===== config.mk =====
export PLATFORM = sky130hd
export DESIGN_NAME = geometry_sequencer
export DESIGN_NICKNAME = d
export VERILOG_FILES = /design/src/rtl/geometry_sequencer.sv
export SDC_FILE = /design/constraint.sdc
export NUM_CORES = 1
export LEC_CHECK = 0
export CORE_AREA = 2 2 356 358
export CTS_CLUSTER_DIAMETER = 40
export DETAILED_ROUTE_END_ITERATION = 6
export DIE_AREA = 0 0 358 360
export MAX_ROUTING_LAYER = met4
export PLACE_DENSITY_LB_ADDON = 0.25
export SYNTH_ARGS = -nofsm -noshare
export SYNTH_HDL_FRONTEND = slang
export SYNTH_SLANG_ARGS = --single-unit

===== constraint.sdc =====
create_clock -name Clk -period 2.8 [get_ports Clk]
set_input_delay 0.56 -clock Clk [delete_from_list [all_inputs] [get_ports Clk]]
set_output_delay 0.56 -clock Clk [all_outputs]
set_load 0.02 [all_outputs]

===== src/rtl/geometry_sequencer.sv =====
// Frame controller for the geometry pipeline. It fetches one quad of vertices and waits out
// the pipeline latency. It then hands the screen-space quad to the rasterizer over valid/ready.
module geometry_sequencer #(
  parameter int ADDR_W   = 12,
  parameter int PIPE_LAT = 3,
  parameter int CNT_W    = 10
) (
  input  logic                    Clk,
  input  logic                    Reset_n,
  input  logic                    start,
  input  logic [ADDR_W-1:0]       base_addr,
  input  logic [CNT_W-1:0]        quad_count,
  input  logic [15:0][15:0]       vm_in,
  output logic                    mem_rd,
  output logic [ADDR_W-1:0]       mem_addr,
  input  logic [15:0]             mem_rdata,
  output logic [15:0][15:0]       vm,
  output logic [3:0][2:0][15:0]   gp_vertices,
  input  logic [3:0][1:0][9:0]    gp_ss,
  output logic                    quad_valid,
  input  logic                    quad_ready,
  output logic [3:0][1:0][9:0]    quad_ss,
  output logic                    busy,
  output logic                    done
);

  typedef enum logic [2:0] {IDLE, FETCH, WAIT, OUT, FIN} state_t;

  localparam int WAIT_W = (PIPE_LAT > 1) ? $clog2(PIPE_LAT) : 1;
  localparam logic [WAIT_W-1:0] WAIT_LAST = WAIT_W'(PIPE_LAT - 1);

  state_t                  state_q, state_d;
  logic                    mem_rd_q, mem_rd_d;
  logic [ADDR_W-1:0]       mem_addr_q, mem_addr_d;
  logic [15:0][15:0]       vm_q, vm_d;
  logic [3:0][2:0][15:0]   gp_vtx_q, gp_vtx_d;
  logic                    quad_valid_q, quad_valid_d;
  logic [3:0][1:0][9:0]    quad_ss_q, quad_ss_d;
  logic                    busy_q, busy_d;
  logic                    done_q, done_d;
  logic [CNT_W-1:0]        quad_count_q, quad_count_d;
  logic [CNT_W-1:0]        q_idx_q, q_idx_d;
  logic [3:0]              fetch_cnt_q, fetch_cnt_d;
  logic [WAIT_W-1:0]       wait_cnt_q, wait_cnt_d;

  always_comb begin
    state_d      = state_q;
    mem_rd_d     = mem_rd_q;
    mem_addr_d   = mem_addr_q;
    vm_d         = vm_q;
    gp_vtx_d     = gp_vtx_q;
    quad_valid_d = quad_valid_q;
    quad_ss_d    = quad_ss_q;
    busy_d       = busy_q;
    done_d       = 1'b0;
    quad_count_d = quad_count_q;
    q_idx_d      = q_idx_q;
    fetch_cnt_d  = fetch_cnt_q;
    wait_cnt_d   = wait_cnt_q;

    case (state_q)
      IDLE: begin
        if (start) begin
          vm_d         = vm_in;
          quad_count_d = quad_count;
          q_idx_d      = '0;
          busy_d       = 1'b1;
          if (quad_count == '0) begin
            state_d = FIN;
          end else begin
            state_d     = FETCH;
            mem_rd_d    = 1'b1;
            mem_addr_d  = base_addr;
            fetch_cnt_d = '0;
          end
        end
      end

      FETCH: begin
        fetch_cnt_d = fetch_cnt_q + 4'd1;
        // The address register stops on the last word, so the next quad starts at mem_addr + 1.
        if (fetch_cnt_q < 4'd11) begin
          mem_rd_d   = 1'b1;
          mem_addr_d = mem_addr_q + 1'b1;
        end else begin
          mem_rd_d = 1'b0;
        end
        for (int k = 0; k < 12; k++) begin
          if (fetch_cnt_q == 4'(k + 1)) gp_vtx_d[k / 3][k % 3] = mem_rdata;
        end
        if (fetch_cnt_q == 4'd12) begin
          state_d    = WAIT;
          wait_cnt_d = '0;
        end
      end

      WAIT: begin
        wait_cnt_d = wait_cnt_q + 1'b1;
        if (wait_cnt_q == WAIT_LAST) begin
          quad_ss_d    = gp_ss;
          quad_valid_d = 1'b1;
          state_d      = OUT;
        end
      end

      OUT: begin
        if (quad_ready) begin
          quad_valid_d = 1'b0;
          if ((CNT_W + 1)'(q_idx_q) + 1'b1 < (CNT_W + 1)'(quad_count_q)) begin
            q_idx_d     = q_idx_q + 1'b1;
            state_d     = FETCH;
            mem_rd_d    = 1'b1;
            mem_addr_d  = mem_addr_q + 1'b1;
            fetch_cnt_d = '0;
          end else begin
            state_d = FIN;
            busy_d  = 1'b0;
            done_d  = 1'b1;
          end
        end
      end

      FIN: begin
        // An empty frame arrives with busy still set; it spends one more cycle here to pulse done.
        done_d  = busy_q;
        busy_d  = 1'b0;
        state_d = busy_q ? FIN : IDLE;
      end

      default: state_d = IDLE;
    endcase
  end

  always_ff @(posedge Clk or negedge Reset_n) begin
    if (!Reset_n) begin
      state_q      <= IDLE;
      mem_rd_q     <= 1'b0;
      mem_addr_q   <= '0;
      vm_q         <= '0;
      gp_vtx_q     <= '0;
      quad_valid_q <= 1'b0;
      quad_ss_q    <= '0;
      busy_q       <= 1'b0;
      done_q       <= 1'b0;
      quad_count_q <= '0;
      q_idx_q      <= '0;
      fetch_cnt_q  <= '0;
      wait_cnt_q   <= '0;
    end else begin
      state_q      <= state_d;
      mem_rd_q     <= mem_rd_d;
      mem_addr_q   <= mem_addr_d;
      vm_q         <= vm_d;
      gp_vtx_q     <= gp_vtx_d;
      quad_valid_q <= quad_valid_d;
      quad_ss_q    <= quad_ss_d;
      busy_q       <= busy_d;
      done_q       <= done_d;
      quad_count_q <= quad_count_d;
      q_idx_q      <= q_idx_d;
      fetch_cnt_q  <= fetch_cnt_d;
      wait_cnt_q   <= wait_cnt_d;
    end
  end

  assign mem_rd      = mem_rd_q;
  assign mem_addr    = mem_addr_q;
  assign vm          = vm_q;
  assign gp_vertices = gp_vtx_q;
  assign quad_valid  = quad_valid_q;
  assign quad_ss     = quad_ss_q;
  assign busy        = busy_q;
  assign done        = done_q;

endmodule


==> reports/results.ini, run 1 <==
[power_and_ir_drop]
power_mw = 49.5
max-vdd-ir-drop_mv = 0.650
leakage_nw = 15.8
powerDensity_nw_per_um2 = 1290

[critical_path]
cp_data_arrival_time_ns = 3.45
r2r-end = busy$_DFFE_PN0P_
crit_path_start = q_idx_q[3]$_DFFE_PN0P_
rrSetupSlack_ns = -0.06
reg2regPathDepth = 14
timing_worst_setup_path_type = flip-flop to flip-flop
r2r_start = q_idx_q[3]$_DFFE_PN0P_
end_kind = flip-flop
path_max_fanout = 5
worstSetupStartpointType = flip-flop
critPathCapture = busy$_DFFE_PN0P_
worst_ep_required_time_ns = 3.39

[sta]
max_freq_mhz = 350
setup_violations = 2
worst_slack_ns = -0.0604
setup_tns_ns = -0.0833
clock_skew_ns = 0.0262
tightestPinTransition_ns = 0.756
slew_violations = 0
rsz0062_at_grt = yes
hold_ws_ns = 0.456
period_share_pct = 102
report.final.hold_viol_count = 0
layout_min_cycle_time_ns = 2.86
slew_headroom_pct = 49.4

[synth]
synth_cells = 1446
synth_edf_count = 0
synth_largest_area_cell = dfrtp_1
synth-seq-cells = 573
yosysUniqueCellTypes = 52
synth_area_leaders = dfrtp_1 64%, mux2_2 27%, ha_1 0.89%, buf_4 0.80%, nand2_1 0.69%
yosysSeqAreaShare_pct = 64.0
async_reset_ff_share_pct = 100
syn_area_per_cell_um2 = 15.5
synthesis.area_um2 = 22400
synth_ff_type = dfrtp_1
synth_nets = 1840
yosysWarnings = 0
synth.top_cell.area_share_pct = 64.0

[route]
drcViolationCount = 0
wire_per_inst_um = 21.4
viasPerCell = 3.93
vias = 16700
antenna_left = 0
drt_iter0_markers = 629
totalWireLength_mm = 91.0
first_pass_iters = 5

[place]
gp_congestion = 0.823
dp_cells = 4014
hpwl_mm = 68.9
port_buffers = 921

[die]
fp.dieH_um = 360
initial_core_util_pct = 17.9
row_count = 130
chipWidth_um = 358
core_area_um2 = 125000
io_pins = 922
dieArea_um2 = 129000

[cts]
cts_tree = yes
clkLatencyLatePin_ns = 0.71
cts_root_buffer = clkbuf_16
cts-buffers-inserted = 109
clk_path_buf_depth = 3
cts_sinks = 573
cts.clk_slew.worst_paths_ns = 0.06
htree_levels = 3

[global_routing]
grt_max_degree = 70
grt_pass1_wl_mm = 129
grtUsageTotal_pct = 14.1
gr-total-overflow = 0
grt_antenna_before_repair = 27
grt_pass1_vias = 18300

[cells_and_area]
syn2layout_area_growth_pct = 71.4
regArea_um2 = 14300
final_common_cell = clkdlybuf4s50_1
multi_input_comb_area_um2 = 7800
final_cells = 4249
num-fill-cells = 12400
utilization_pct = 30.7
final_nets = 2878
drive_gt1_share_pct = 33.3
final_cell_mix = 920 x clkdlybuf4s50_1, 573 x dfrtp_1, 529 x mux2_2

[outcome]
violations = negative setup slack
status = finished with violations

[min_path]
hold_path_depth = 2
hold_path_class = primary input to flip-flop

[flow_run]
drv_cap = 0

==> worst min-delay path by stage <==
stage                           start                     end  slack [ns]
6_report                   vm_in[127]     vm[127]$_DFFE_PN0P_        0.46
5_1_grt                    vm_in[127]     vm[127]$_DFFE_PN0P_        0.41
3_3_place_gp   quad_valid$_DFFE_PN0P_  quad_valid$_DFFE_PN0P_        0.48
4_1_cts                    vm_in[127]     vm[127]$_DFFE_PN0P_        0.37
2_1_floorplan                 Reset_n        busy$_DFFE_PN0P_        0.26
3_5_place_dp   quad_valid$_DFFE_PN0P_  quad_valid$_DFFE_PN0P_        0.48
==> routing by layer <==
layer	vias up	GRT usage (%)	share of wire (%)
met5	-	-	0
met4	0	6.28	3.0
met3	166	5.42	9.3
met2	778	23.9	51
met1	8438	14.5	36
li1	7311	-	-
==> logic make-up after synthesis <==
group	share of synthesized area (%)
flops	64.0
mux	26.6
simple gates	2.96
compound gates	2.86
buf+inv	2.46
fa+ha+maj	0.893
xor+xnor	0.234
==> synth_stat cells (2+ instances only) <==
cell,number
nand3_1,13
nor3_1,2
or4_1,2
nor3b_1,2
buf_4,24
buf_2,24
ha_1,16
and2_1,3
xnor2_1,5
clkbuf_1,22
nand2_1,41
a21oi_1,25
o22a_1,4
a41oi_1,2
mux2_2,530
or3_1,2
o22ai_1,5
o21a_1,2
buf_6,10
o21ai_0,24
nor2_1,23
a22o_1,8
nand2_2,4
nand2b_1,6
nand2_4,4
and3_1,8
inv_1,15
a21o_1,10
a211oi_1,2
or2_2,4
dfrtp_1,573
nor4_1,2
a31oi_1,10
==> critical path: stages (launching register included) <==
cell	delay, ns
dfrtp_1	0.35
and3_4	0.22
and3_4	0.19
buf_4	0.11
nand3_2	0.10
xnor2_2	0.17
ha_1	0.34
nand3_2	0.13
nor2_2	0.15
a21o_1	0.17
buf_6	0.12
o21ai_4	0.05
buf_6	0.14
clkbuf_16	0.16
a311o_1	0.34
==> state kept, by name, indices dropped and copies added (netlist names) <==
name	cells
vm	256
gp_vertices	192
quad_ss	80
mem_addr	12
q_idx_q	10
quad_count_q	10
fetch_cnt_q	4
state_q	3
wait_cnt_q	2
busy	1
done	1
mem_rd	1
quad_valid	1
==> per-stage QoR <==
step / setup WS (ns) / instance area [um^2]
2_1_floorplan: 0.00772 / 22400
3_3_place_gp: -0.170 / 34100
3_5_place_dp: -0.257 / 34100
4_1_cts: 0.00369 / 38100
5_1_grt: -0.173 / 38400
6_report: -0.0604 / 38400
==> area by class of cell <==
cell class,instances,share of cell area [%]
Multi-Input combinational cell,778,20.3
Clock buffer,140,7.82
Sequential cell,573,37.3
Inverter,15,0.147
Tap cell,1650,5.37
Timing Repair Buffer,1007,26.6
Antenna cell,20,0.130
Clock inverter,66,2.28
==> where the power goes <==
part	switching (mW)	internal [mW]	leakage, nW
Combinational	10.4	10.9	7.07
Sequential	2.28	12.2	6.83
Clock	4.82	8.86	1.87
==> timing repair <==
action	4_1_cts	5_1_grt
pin swaps	5	17
endpoints found under the hold margin	41	0
hold buffers	1	0
setup buffers	0	7
setup endpoints to repair	27	26
gates resized for setup	18	30
cloned	0	1
Power figures use the tool's default switching activity.
==> run 2: changes to the inputs <==
--- a/config.mk
+++ b/config.mk
@@ -5,6 +5,7 @@
 export SDC_FILE = /design/constraint.sdc
 export NUM_CORES = 1
 export LEC_CHECK = 0
+export ABC_AREA = 0
 export CORE_AREA = 2 2 356 358
 export CTS_CLUSTER_DIAMETER = 40
 export DETAILED_ROUTE_END_ITERATION = 6
==> constraint.sdc (replaced) <==
create_clock -name Clk -period 2.8 [get_ports Clk]
set_input_delay 0.42 -clock Clk [delete_from_list [all_inputs] [get_ports Clk]]
set_output_delay 0.42 -clock Clk [all_outputs]
set_load 0.02 [all_outputs]
==> run 2 against run 1 <==
Against the previous run: sequential power about the same; maximum frequency increased by 4.3%; first-iteration DRC count increased by 28%; setup slack improved by 0.12 ns; sequential share of layout area increased by 0.052 points; critical endpoint is now mem_addr[1]$_DFFE_PN0P_; clock power increased by 7%; register-to-register slack improved by 0.12 ns; critical path depth decreased by 3; wire length decreased by 2.2%; sequential cell count unchanged; utilization about the same; the flow now finishes without violations; critical path type unchanged; clock skew increased by 0.049 ns.
==> reports/results.ini, run 2 (same netlist as run 1, synthesis figures left out) <==
[place]
place_area_um2 = 33900
gp_congestion = 0.832
dp_cells = 4007
hpwl_mm = 68.0
port_buffers = 921
dp_slack_ns = -0.0372

[cells_and_area]
stdcell_area_um2 = 38400
final_cell_mix = 920 x clkdlybuf4s50_1, 573 x dfrtp_1, 530 x mux2_2
final_cells = 4234
final_common_cell = clkdlybuf4s50_1
final_nets = 2863
largest_reg_flops = 256
drive_gt1_share_pct = 32.7
syn2layout_area_growth_pct = 71.1

[critical_path]
timing_worst_setup_path_type = flip-flop to flip-flop
rrSetupSlack_ns = 0.06
end_kind = flip-flop
cp_data_arrival_time_ns = 3.32
path_max_fanout = 4
worst_ep_required_time_ns = 3.38
worstSetupStartpointType = flip-flop

[route]
drcViolationCount = 0
antenna_left = 0
viasPerCell = 3.89
drt_iter0_markers = 803
wire_per_inst_um = 21.0
vias = 16500
first_pass_iters = 5
totalWireLength_mm = 89.0

[sta]
report.final.hold_viol_count = 0
slew_violations = 0
slew_headroom_pct = 45.4
setup_violations = 0
max_freq_mhz = 364
clock_skew_ns = 0.0754
period_share_pct = 98.0
worst_slack_ns = 0.0564
layout_min_cycle_time_ns = 2.74
setup_tns_ns = 0
tightestPinTransition_ns = 0.817

[power_and_ir_drop]
leakage_nw = 15.7
powerDensity_nw_per_um2 = 1310
power_mw = 50.2
max-vdd-ir-drop_mv = 0.868

[flow_run]
drv_cap = 0

[cts]
post-cts-setup-buffers = 0
cts_sinks = 573
htree_levels = 3
cts-buffers-inserted = 108
cts_root_buffer = clkbuf_16
cts.clk_slew.worst_paths_ns = 0.05
clk_path_buf_depth = 3
clkLatencyLatePin_ns = 0.72
cts_tree = yes

[die]
chipWidth_um = 358
row_count = 130
initial_core_util_pct = 17.9
io_pins = 922
fp.dieH_um = 360
core_area_um2 = 125000
dieArea_um2 = 129000

[global_routing]
grt_pass1_vias = 18000
grt_max_degree = 118
gr-total-overflow = 0
grtUsageTotal_pct = 13.8
grt_pass1_wl_mm = 126
grt_antenna_before_repair = 20

[outcome]
status = finished, final reports clean

[min_path]
hold_path_class = primary input to asynchronous set/reset pin

-- run 2: changes by cell type in the layout (fill, tap and decap cells not counted), sizes merged --
cell,delta
inv,-4
bufinv,+13
buf,-13
diode,+1
clkbuf,-14
clkinvlp,+6
clkinv,-4
-- run 2: through the flow --
stage               util, %  hold WS, ns
finish                 30.7        0.237
global route           30.7        0.233
CTS                    30.5        0.203
detailed placement     27.2        0.419
global placement       27.2        0.415
floorplan                 -        0.124
-- run 2: layout make-up --
| cell class | instances | area, um^2 |
|---|---|---|
| Fill cell | 12500 | 86600 |
| Clock inverter | 77 | 1310 |
| Clock buffer | 127 | 2880 |
| Inverter | 15 | 56.3 |
| Sequential cell | 573 | 14300 |
| Antenna cell | 21 | 52.6 |
| Tap cell | 1650 | 2060 |
| Timing Repair Buffer | 993 | 9940 |
| Multi-Input combinational cell | 778 | 7710 |
-- run 2: worst paths after layout --
kind	start	endpoint	cells past startpoint
max in group asynchronous	Reset_n	quad_count_q[2]$_DFFE_PN0P_	3
hold / removal	Reset_n	gp_vertices[110]$_DFFE_PN0P_	2
setup reg to reg	q_idx_q[1]$_DFFE_PN0P_	mem_addr[1]$_DFFE_PN0P_	11
min in group Clk	base_addr[2]	mem_addr[2]$_DFFE_PN0P_	3
hold reg to reg	gp_vertices[130]$_DFFE_PN0P_	gp_vertices[130]$_DFFE_PN0P_	1
setup / recovery	q_idx_q[1]$_DFFE_PN0P_	mem_addr[1]$_DFFE_PN0P_	11
-- run 2: routing by layer --
metal  vias up  share of wire (%)  global-route usage [%]
met2       748                 51                    23.3
li1       7251                  -                       -
met4         0                3.0                    5.22
met3       148                9.2                    5.44
met5         -                  0                       -
met1      8327                 37                    14.3
-- run 2: what timing repair did --
action                                  4_1_cts  5_1_grt
gates resized for setup                       5       23
cloned                                        0        1
hold buffers                                  1        0
endpoints found under the hold margin        43        0
endpoints found under the setup margin        3       25
pin swaps                                     1        9
-- run 2: worst max-delay path, cell delays in order, from the launching register on --
cell	delay (ns)
dfrtp_1	0.39
ha_4	0.17
buf_4	0.13
nand3_2	0.10
xnor2_2	0.15
ha_1	0.32
and3_4	0.19
a221oi_4	0.33
o22ai_2	0.14
o21a_1	0.23
nor2_2	0.12
mux2_2	0.34
-- run 2: power breakdown --
| part | switching [mW] | total, mW | internal (mW) |
|---|---|---|---|
| logic | 10.3 | 21.0 | 10.7 |
| registers | 2.25 | 14.5 | 12.2 |
| clock network | 4.86 | 14.7 | 9.87 |
| total | 17.4 | 50.2 | 32.8 |
==> run 3: changes to the inputs <==
--- a/config.mk
+++ b/config.mk
@@ -6,10 +6,10 @@
 export NUM_CORES = 1
 export LEC_CHECK = 0
 export ABC_AREA = 0
-export CORE_AREA = 2 2 356 358
+export CORE_AREA = 3 3 357 359
 export CTS_CLUSTER_DIAMETER = 40
 export DETAILED_ROUTE_END_ITERATION = 6
-export DIE_AREA = 0 0 358 360
+export DIE_AREA = 0 0 360 362
 export MAX_ROUTING_LAYER = met4
 export PLACE_DENSITY_LB_ADDON = 0.25
 export SYNTH_ARGS = -nofsm -noshare
==> run 3 against run 2 <==
Against the previous run: utilization increased by 0.067 points; critical endpoint is now busy$_DFFE_PN0P_; critical path depth grew 1; first-iteration DRC count decreased by 28%; clock skew decreased by 0.045 ns; highest routed layer unchanged; largest power group unchanged; cell area down 0.42%; setup slack gained 0.033 ns; clock-buffer cell count is 10 higher.
==> reports/results.ini, run 3 (same netlist as run 1, synthesis figures left out) <==
[route]
drt_iter0_markers = 578
wire_per_inst_um = 21.5
first_pass_iters = 5
drcViolationCount = 0
vias = 16500
totalWireLength_mm = 90.5
viasPerCell = 3.91
antenna_left = 0

[critical_path]
end_kind = flip-flop
r2r-end = busy$_DFFE_PN0P_
timing_worst_setup_path_type = flip-flop to flip-flop
reg2regPathDepth = 12
path_max_fanout = 11
cp_data_arrival_time_ns = 3.28
rrSetupSlack_ns = 0.09
r2r_start = q_idx_q[4]$_DFFE_PN0P_
worst_ep_required_time_ns = 3.37
worstSetupStartpointType = flip-flop

[power_and_ir_drop]
switchingPower_mw = 17.4
p_clk_share_pct = 28.7
leakage_nw = 15.7
switching_share_pct = 34.8
intPower_mw = 32.6
seq_power_share_pct = 29.1
powerDensity_nw_per_um2 = 1310
comb_power_share_pct = 42.3
max-vdd-ir-drop_mv = 0.684

[global_routing]
grt_pass1_wl_mm = 130
grtUsageTotal_pct = 13.9
gr-total-overflow = 0
grt_max_degree = 124
grt_antenna_before_repair = 16
grt_pass1_vias = 18300

[cts]
cts_sinks = 573
htree_levels = 3
clkLatencyLatePin_ns = 0.70
cts_tree = yes
cts_root_buffer = clkbuf_16
clk_path_buf_depth = 3
cts-buffers-inserted = 111
cts.clk_slew.worst_paths_ns = 0.05

[cells_and_area]
largest_reg_flops = 256
final_cell_mix = 920 x clkdlybuf4s50_1, 573 x dfrtp_1, 529 x mux2_2
stdcell_area_um2 = 38200
utilization_pct = 30.8
final_cells = 4208
syn2layout_area_growth_pct = 70.4
final_nets = 2865
final_common_cell = clkdlybuf4s50_1
drive_gt1_share_pct = 33.2

[min_path]
hold_path_class = primary input to asynchronous set/reset pin

[place]
hpwl_mm = 69.5
place_area_um2 = 33800
gp_congestion = 0.801
port_buffers = 921
dp_cells = 3991

[flow_run]
drv_cap = 0

[sta]
tightestPinTransition_ns = 0.900
setup_tns_ns = 0
report.final.hold_viol_count = 0
slew_violations = 0
clock_skew_ns = 0.0301
slew_headroom_pct = 39.8
setup_violations = 0
layout_min_cycle_time_ns = 2.71
rsz0062_at_grt = yes
max_freq_mhz = 369
period_share_pct = 96.8

[die]
initial_core_util_pct = 18.1
io_pins = 922
row_count = 129
chipWidth_um = 360
core_area_um2 = 124000
dieArea_um2 = 130000
fp.dieH_um = 362

[outcome]
status = finished, final reports clean

==> run 3: layout make-up <==
type / instances / area [um^2]
Antenna cell: 6 / 15.0
Clock buffer: 137 / 3100
Clock inverter: 70 / 992
Fill cell: 12400 / 85900
Inverter: 15 / 56.3
Multi-Input combinational cell: 778 / 7750
Sequential cell: 573 / 14300
Tap cell: 1637 / 2050
Timing Repair Buffer: 992 / 9890
==> run 3: power groups by stage <==
stage | registers (mW) | logic, mW | clock network (mW)
after floorplan | 18.9 | 5.44 | 0
after global placement | 14.5 | 21.1 | 0
after detailed placement | 14.6 | 21.2 | 0
after CTS | 14.6 | 21.4 | 14.7
after global routing | 15.1 | 22.3 | 15.1
final | 14.5 | 21.1 | 14.3
==> run 3: critical path, stage by stage (launching register included) <==
cell and delay [ns]:
dfrtp_1 0.38, and3_4 0.20, and3_4 0.19, buf_4 0.11, nand3_1 0.12, xnor2_2 0.17, ha_1 0.31, nand3_2 0.13
nor2_2 0.20, a21o_4 0.19, o21ai_4 0.08, buf_6 0.15, a311o_1 0.34
==> run 3: per-stage QoR <==
step / total power, mW / setup slack, ns / hold WS (ns)
2_1_floorplan: 24.3 / 0.00772 / 0.124
3_3_place_gp: 35.6 / -0.0388 / 0.410
3_5_place_dp: 35.9 / -0.177 / 0.425
4_1_cts: 50.7 / 0.000801 / 0.221
5_1_grt: 52.5 / -0.0260 / 0.248
6_report: 50.0 / 0.0896 / 0.270
==> run 3: how the worst max path moves through the flow <==
stage / from / endpoint / depth (start not counted)
2_1_floorplan: q_idx_q[0]$_DFFE_PN0P_ / mem_addr[0]$_DFFE_PN0P_ / 12
3_3_place_gp: q_idx_q[3]$_DFFE_PN0P_ / mem_addr[1]$_DFFE_PN0P_ / 11
3_5_place_dp: q_idx_q[3]$_DFFE_PN0P_ / q_idx_q[2]$_DFFE_PN0P_ / 12
4_1_cts: q_idx_q[4]$_DFFE_PN0P_ / mem_addr[1]$_DFFE_PN0P_ / 11
5_1_grt: q_idx_q[4]$_DFFE_PN0P_ / mem_addr[0]$_DFFE_PN0P_ / 13
6_report: q_idx_q[4]$_DFFE_PN0P_ / busy$_DFFE_PN0P_ / 12
==> run 3: timing repair <==
| action | in CTS | in global routing |
|---|---|---|
| buffers inserted | 2 | 1 |
| hold buffers | 1 | 0 |
| pin swaps | 2 | 11 |
| resized for setup | 5 | 34 |
| endpoints found under the hold margin | 27 | 0 |
| endpoints found under the setup margin | 25 | 29 |
==> run 3: routing by layer <==
layer  vias up  share of wire [%]  global-route usage, %
li1       7250                  -                      -
met3       148                8.9                   5.63
met4         0                2.2                   3.71
met1      8395                 37                   14.8
met2       673                 51                   23.9
met5         -                  0                      -
